===== config.mk =====
export PLATFORM = sky130hd
export DESIGN_NAME = seq_detector_param
export DESIGN_NICKNAME = d
export VERILOG_FILES = /design/src/rtl/seq_detector_param.sv
export SDC_FILE = /design/constraint.sdc
export NUM_CORES = 1
export LEC_CHECK = 0
export ABC_CLOCK_PERIOD_IN_PS = 2900
export CAP_MARGIN = 20
export CORE_UTILIZATION = 40
export DETAILED_ROUTE_END_ITERATION = 8
export HOLD_SLACK_MARGIN = 0.02
export PLACE_DENSITY = 0.65
export REMOVE_ABC_BUFFERS = 1
export SLEW_MARGIN = 0
export SYNTH_ARGS = -nofsm -noshare
export SYNTH_HDL_FRONTEND = slang
export SYNTH_SLANG_ARGS = --single-unit

===== constraint.sdc =====
create_clock -name clk -period 2.9 [get_ports clk]
set_clock_uncertainty 0.2 [all_clocks]
set_input_delay 0.58 -clock clk [delete_from_list [all_inputs] [get_ports clk]]
set_output_delay 0.58 -clock clk [all_outputs]
set_load 0.03 [all_outputs]

===== src/rtl/seq_detector_param.sv =====
// -----------------------------------------------------------------------------
// seq_detector_param
//   Parametrised serial pattern detector. One bit is shifted in on every clock
//   edge where x_valid is high. The newest N bits are compared with a
//   pattern register that can be reloaded at run time. A match gives a
//   registered one-cycle pulse on y and increments a saturating counter.
//   OVERLAP selects whether the bits of a match can also count towards the
//   next match.
//
//   Optional feature: define SEQ_DET_MASK_EN to add the pat_mask port and a
//   mask register. A mask bit of 1 marks that pattern bit as don't-care.
//
// Ports
//   clk         in   rising-edge clock
//   reset       in   asynchronous active-low reset
//   x           in   serial data bit
//   x_valid     in   1 = sample x on this edge, 0 = hold the history
//   pat_load    in   load pat_in (and pat_mask) and restart the stream
//   pat_in      in   N-bit pattern, MSB = oldest bit
//   pat_mask    in   N-bit don't-care mask (SEQ_DET_MASK_EN only)
//   cnt_clr     in   synchronous clear of match_count
//   y           out  registered match pulse
//   fill        out  number of valid history bits, 0..N
//   match_count out  saturating match counter
// -----------------------------------------------------------------------------
module seq_detector_param #(
   parameter int          N       = 4,
   parameter logic [N-1:0] PATTERN = 4'b1101,
   parameter bit          OVERLAP = 1'b1,
   parameter int          CNT_W   = 8
) (
   input  logic                       clk,
   input  logic                       reset,
   input  logic                       x,
   input  logic                       x_valid,
   input  logic                       pat_load,
   input  logic [N-1:0]               pat_in,
`ifdef SEQ_DET_MASK_EN
   input  logic [N-1:0]               pat_mask,
`endif
   input  logic                       cnt_clr,
   output logic                       y,
   output logic [$clog2(N+1)-1:0]     fill,
   output logic [CNT_W-1:0]           match_count
);

   localparam int FW = $clog2(N+1);
   localparam logic [FW-1:0]    FILL_MAX = FW'(N);
   localparam logic [CNT_W-1:0] CNT_MAX  = {CNT_W{1'b1}};

   // Only the newest N-1 bits are stored. The oldest bit of an N-bit window
   // is dropped when the next bit arrives, so it is never needed again.
   logic [N-2:0]     hist_q, hist_d;
   logic [FW-1:0]    fill_q, fill_d;
   logic             y_q, y_d;
   logic [CNT_W-1:0] cnt_q, cnt_d;
   logic [N-1:0]     pat_q, pat_d;
`ifdef SEQ_DET_MASK_EN
   logic [N-1:0]     mask_q, mask_d;
`endif

   logic [N-1:0]  nh;
   logic [FW-1:0] nf;
   logic          cmp_ok;
   logic          hit;

   // NOTE: every signal assigned in always_comb gets a default value first.
   // Without it, a path that does not assign the signal infers a latch.
   always_comb begin
      nh = {hist_q, x};
      nf = (fill_q == FILL_MAX) ? fill_q : fill_q + FW'(1);
`ifdef SEQ_DET_MASK_EN
      cmp_ok = (((nh ^ pat_q) & ~mask_q) == '0);
`else
      cmp_ok = (nh == pat_q);
`endif
      // A load on the same edge discards x, so it cannot cause a hit.
      // A window that is not yet full cannot match.
      hit = x_valid && !pat_load && (nf == FILL_MAX) && cmp_ok;

      hist_d = hist_q;
      fill_d = fill_q;
      y_d    = 1'b0;
      pat_d  = pat_q;
`ifdef SEQ_DET_MASK_EN
      mask_d = mask_q;
`endif

      if (pat_load) begin
         pat_d  = pat_in;
`ifdef SEQ_DET_MASK_EN
         mask_d = pat_mask;
`endif
         hist_d = '0;
         fill_d = '0;
      end else if (x_valid) begin
         hist_d = nh[N-2:0];
         fill_d = nf;
         y_d    = hit;
         if (!OVERLAP && hit) begin
            hist_d = '0;
            fill_d = '0;
         end
      end

      // Clear wins over a hit on the same edge.
      cnt_d = cnt_q;
      if (cnt_clr)
         cnt_d = '0;
      else if (hit && (cnt_q != CNT_MAX))
         cnt_d = cnt_q + CNT_W'(1);
   end

   // NOTE: all registers, including the pattern register, get a reset value.
   // This makes a reset in the middle of a stream start from a known state.
   // NOTE: sequential state uses non-blocking assignments only, so all
   // registers update together at the clock edge.
   always_ff @(posedge clk or negedge reset) begin
      if (!reset) begin
         hist_q <= '0;
         fill_q <= '0;
         y_q    <= 1'b0;
         cnt_q  <= '0;
         pat_q  <= PATTERN;
`ifdef SEQ_DET_MASK_EN
         mask_q <= '0;
`endif
      end else begin
         hist_q <= hist_d;
         fill_q <= fill_d;
         y_q    <= y_d;
         cnt_q  <= cnt_d;
         pat_q  <= pat_d;
`ifdef SEQ_DET_MASK_EN
         mask_q <= mask_d;
`endif
      end
   end

   assign y           = y_q;
   assign fill        = fill_q;
   assign match_count = cnt_q;

endmodule


==> impl_metrics.json <==
{
  "share_of_the_clock_period_used_by_the_worst_path_after_layout": 0.843,
  "path_clk_slew_ns": 0.11,
  "netlist.area_leader.share": 0.392,
  "drt_pre_antenna_iters": 3,
  "power.density_cell_area_nw_per_um2": 384,
  "holdBufCountCts": 0,
  "timing_worst_slew_pin_value_ns": 0.478,
  "grt_setup_unrepaired": "false",
  "layout-drive-gt1-share": 0.148,
  "signed_area_change_from_the_synthesized_netlist_to_the_final_layout_pct": 25.1,
  "worst-endpoint-required_ns": 2.92,
  "synth_async_sr_flop_share": 1.00,
  "dp_hpwl_um": 1390,
  "post_cts.resized_instances": 0,
  "share_clk_of_total_power": 0.265,
  "syn_inst": 98,
  "grt_start_max_net_pins": 20,
  "final_antenna_net_count": 0,
  "arrival_ns": 2.47,
  "die-width_um": 52.5,
  "finalNetCount": 136,
  "critical_path.cell_chain": "clkdlybuf4s50_1 > xnor2_1 > nand4_1 > or3_1 > or4b_1 > a21oi_1",
  "cts_num_sinks": 19,
  "start_util": 0.440,
  "relSlewSlack": 0.680,
  "p_switching_uw": 119,
  "cts_max_path_buffers": 2,
  "synth_enable_flop_cells": 0,
  "crit_path_top_delay_cell": "sky130_fd_sc_hd__or4b_1",
  "yosysTopAreaCell": "sky130_fd_sc_hd__dfrtp_1",
  "cts-htree-levels": 1,
  "synth_area_um2": 1020,
  "criticalPathCategory": "input pin to flip-flop",
  "max_clock_freq_ghz": 0.409,
  "crit_fanout": 10,
  "rows": 17,
  "num_antenna_cells": 0,
  "syn-mean-instance-area_um2": 10.4,
  "drc_markers": 0,
  "power_frac_seq": 0.586,
  "detailedRoute.firstIterationViolations": 11,
  "hold_viol": 0,
  "final_max_slew_viol_count": 0,
  "grt_pass1_wl_um": 3210,
  "floorplan.io_pins": 22,
  "run_status": "complete, no violations",
  "peakVddDrop_mv": 0.305,
  "synthDistinctLibCells": 28,
  "port_buffers": 21,
  "cellLeakagePower_uw": 0.000526,
  "cts_setup_buffers": 0,
  "die_area_um2": 2760,
  "final-setup-viol-count": 0,
  "die_h_um": 52.5,
  "post-route-util": 0.551,
  "yosys-top-cells-area": "sky130_fd_sc_hd__dfrtp_1 (39%), sky130_fd_sc_hd__dfstp_2 (7.7%), sky130_fd_sc_hd__mux2_2 (5.5%)",
  "synthesis.yosys.warnings": 0,
  "ys_dominant_reg_cell": "sky130_fd_sc_hd__dfrtp_1",
  "crit_path_max_incr_delay_ns": 0.54,
  "worst_hold_path_type": "flip-flop to flip-flop",
  "tritoncts.num_buffers": 3,
  "drt_wirelength_um": 1830,
  "clock-root-buffer": "sky130_fd_sc_hd__clkbuf_4",
  "cell_internal_pwr_uw": 371,
  "power.switching_fraction": 0.243,
  "ys_ff_latch": 19,
  "drv.max_cap_violation_count": 0,
  "routed_via_density": 5.25,
  "yosysSeqAreaShare": 0.469,
  "routed-via-count": 788,
  "final.setup.tns_ns": 0,
  "fin_crit_ns": 2.45,
  "overflow": 0,
  "core_area_um2": 2320,
  "critical_path.startpoint_type": "input pin",
  "first_global_vias": 720,
  "comb_power_share": 0.149,
  "end_kind": "flip-flop",
  "final.fill_count": 226,
  "cts_tree": "done",
  "worstSkewPairLatency_ns": 0.29,
  "grt_util_all_layers": 0.161,
  "antenna_violations_before_repair": 0,
  "post_drt_wl_per_cell_um": 12.2,
  "globalplace.congestion": 0.803
}
[final timing paths]
| check | from | endpoint | slack, ns | cells after the start |
|---|---|---|---|---|
| worst max-delay path | x | match_count[5]$_DFFE_PN0P_ | 0.45 | 6 |
| worst min-delay path | hist_q[2]$_DFFE_PN0P_ | hist_q[2]$_DFFE_PN0P_ | 0.36 | 2 |
| worst max register to register | fill[0]$_DFFE_PN0P_ | match_count[5]$_DFFE_PN0P_ | 0.45 | 7 |
| worst min register to register | hist_q[2]$_DFFE_PN0P_ | hist_q[2]$_DFFE_PN0P_ | 0.36 | 2 |
| max in group asynchronous | reset | pat_q[3]$_DFFE_PN1P_ | 1.82 | 2 |
| min in group asynchronous | reset | match_count[2]$_DFFE_PN0P_ | 0.42 | 2 |
[cell usage after synthesis, types with 3 or more instances]
cell,count
sky130_fd_sc_hd__dfstp_2,3
sky130_fd_sc_hd__mux2_2,5
sky130_fd_sc_hd__nor2_1,12
sky130_fd_sc_hd__dfrtp_1,16
sky130_fd_sc_hd__inv_1,4
sky130_fd_sc_hd__mux2i_1,5
sky130_fd_sc_hd__xnor2_1,5
sky130_fd_sc_hd__nand3_1,4
sky130_fd_sc_hd__buf_6,3
sky130_fd_sc_hd__nand2b_1,3
sky130_fd_sc_hd__nand2_1,6
sky130_fd_sc_hd__a21oi_1,7
sky130_fd_sc_hd__ha_1,3
sky130_fd_sc_hd__o21ai_0,3
[kinds of logic (layout without fill, tap and decap cells)]
logic type | Yosys count | after routing | share of synthesized area
DFF | 19 | 19 | 0.469
buffers and inverters | 9 | 33 | 0.0600
and+or+nand+nor | 36 | 36 | 0.183
adders and majority gates | 3 | 3 | 0.0368
AOI/OAI and AO/OA | 16 | 16 | 0.104
xor gates and xnor gates | 5 | 5 | 0.0429
muxes | 10 | 10 | 0.104
[power groups by stage]
stage               Sequential, µW  Clock (µW)  Combinational, µW
global route                   289         151               81.5
detailed placement             293           0               74.4
global placement               292           0               72.8
CTS                            288         136               74.6
floorplan                      296           0               31.9
finish                         287         130               73.0
[metrics by stage]
step                worst slack [ns]  hold slack (ns)  cell area (µm²)  instances  total power (µW)
floorplan                      0.442           0.0844              983         94               328
global placement               0.176            0.330             1250        146               365
detailed placement             0.130            0.344             1250        146               367
CTS                            0.444            0.367             1280        150               498
global route                   0.315            0.390             1280        150               521
finish                         0.455            0.361             1280        150               490
[metal layers]
metal | wire length, µm | track usage
met1 | 890 | 0.221
met2 | 858 | 0.241
met3 | 68 | 0.0435
met4 | 16 | 0.0570
met5 | 0 | 0
[placed cells by master (no fill, tap or decap), types with 2 or more instances in the layout]
master | Yosys | final
sky130_fd_sc_hd__clkdlybuf4s50_1 | 0 | 21
sky130_fd_sc_hd__dfrtp_1 | 16 | 16
sky130_fd_sc_hd__nor2_1 | 12 | 12
sky130_fd_sc_hd__a21oi_1 | 7 | 7
sky130_fd_sc_hd__nand2_1 | 6 | 6
sky130_fd_sc_hd__xnor2_1 | 5 | 5
sky130_fd_sc_hd__mux2i_1 | 5 | 5
sky130_fd_sc_hd__mux2_2 | 5 | 5
sky130_fd_sc_hd__inv_1 | 4 | 4
sky130_fd_sc_hd__nand3_1 | 4 | 4
sky130_fd_sc_hd__o21ai_0 | 3 | 3
sky130_fd_sc_hd__nand2b_1 | 3 | 3
sky130_fd_sc_hd__ha_1 | 3 | 3
sky130_fd_sc_hd__clkbuf_4 | 0 | 3
sky130_fd_sc_hd__dfstp_2 | 3 | 3
sky130_fd_sc_hd__buf_4 | 0 | 3
sky130_fd_sc_hd__nand4_1 | 2 | 2
sky130_fd_sc_hd__nor2b_1 | 2 | 2
sky130_fd_sc_hd__or3_1 | 2 | 2
sky130_fd_sc_hd__o31ai_1 | 2 | 2
sky130_fd_sc_hd__or4_1 | 2 | 2
[area by class of cell]
class / instances / area, µm² / area share
clock buffer: 4 / 26.3 / 0.0206
inverter: 5 / 23.8 / 0.0186
multi-input combinational: 70 / 480 / 0.376
sequential: 19 / 479 / 0.375
tap: 28 / 35.0 / 0.0274
timing repair buffer: 24 / 233 / 0.182
[flip-flops by register name, indices dropped and copies added (netlist names)]
register     flops
fill             3
hist_q           3
match_count      8
pat_q            4
y                1
[critical path, delay by kind of cell]
kind | cells | cell delay, ns
buf+inv | 1 | 0.49
simple gates | 3 | 1.12
xor+xnor | 1 | 0.12
compound gates | 1 | 0.15
Note: power is estimated with default switching activity, not from simulation.
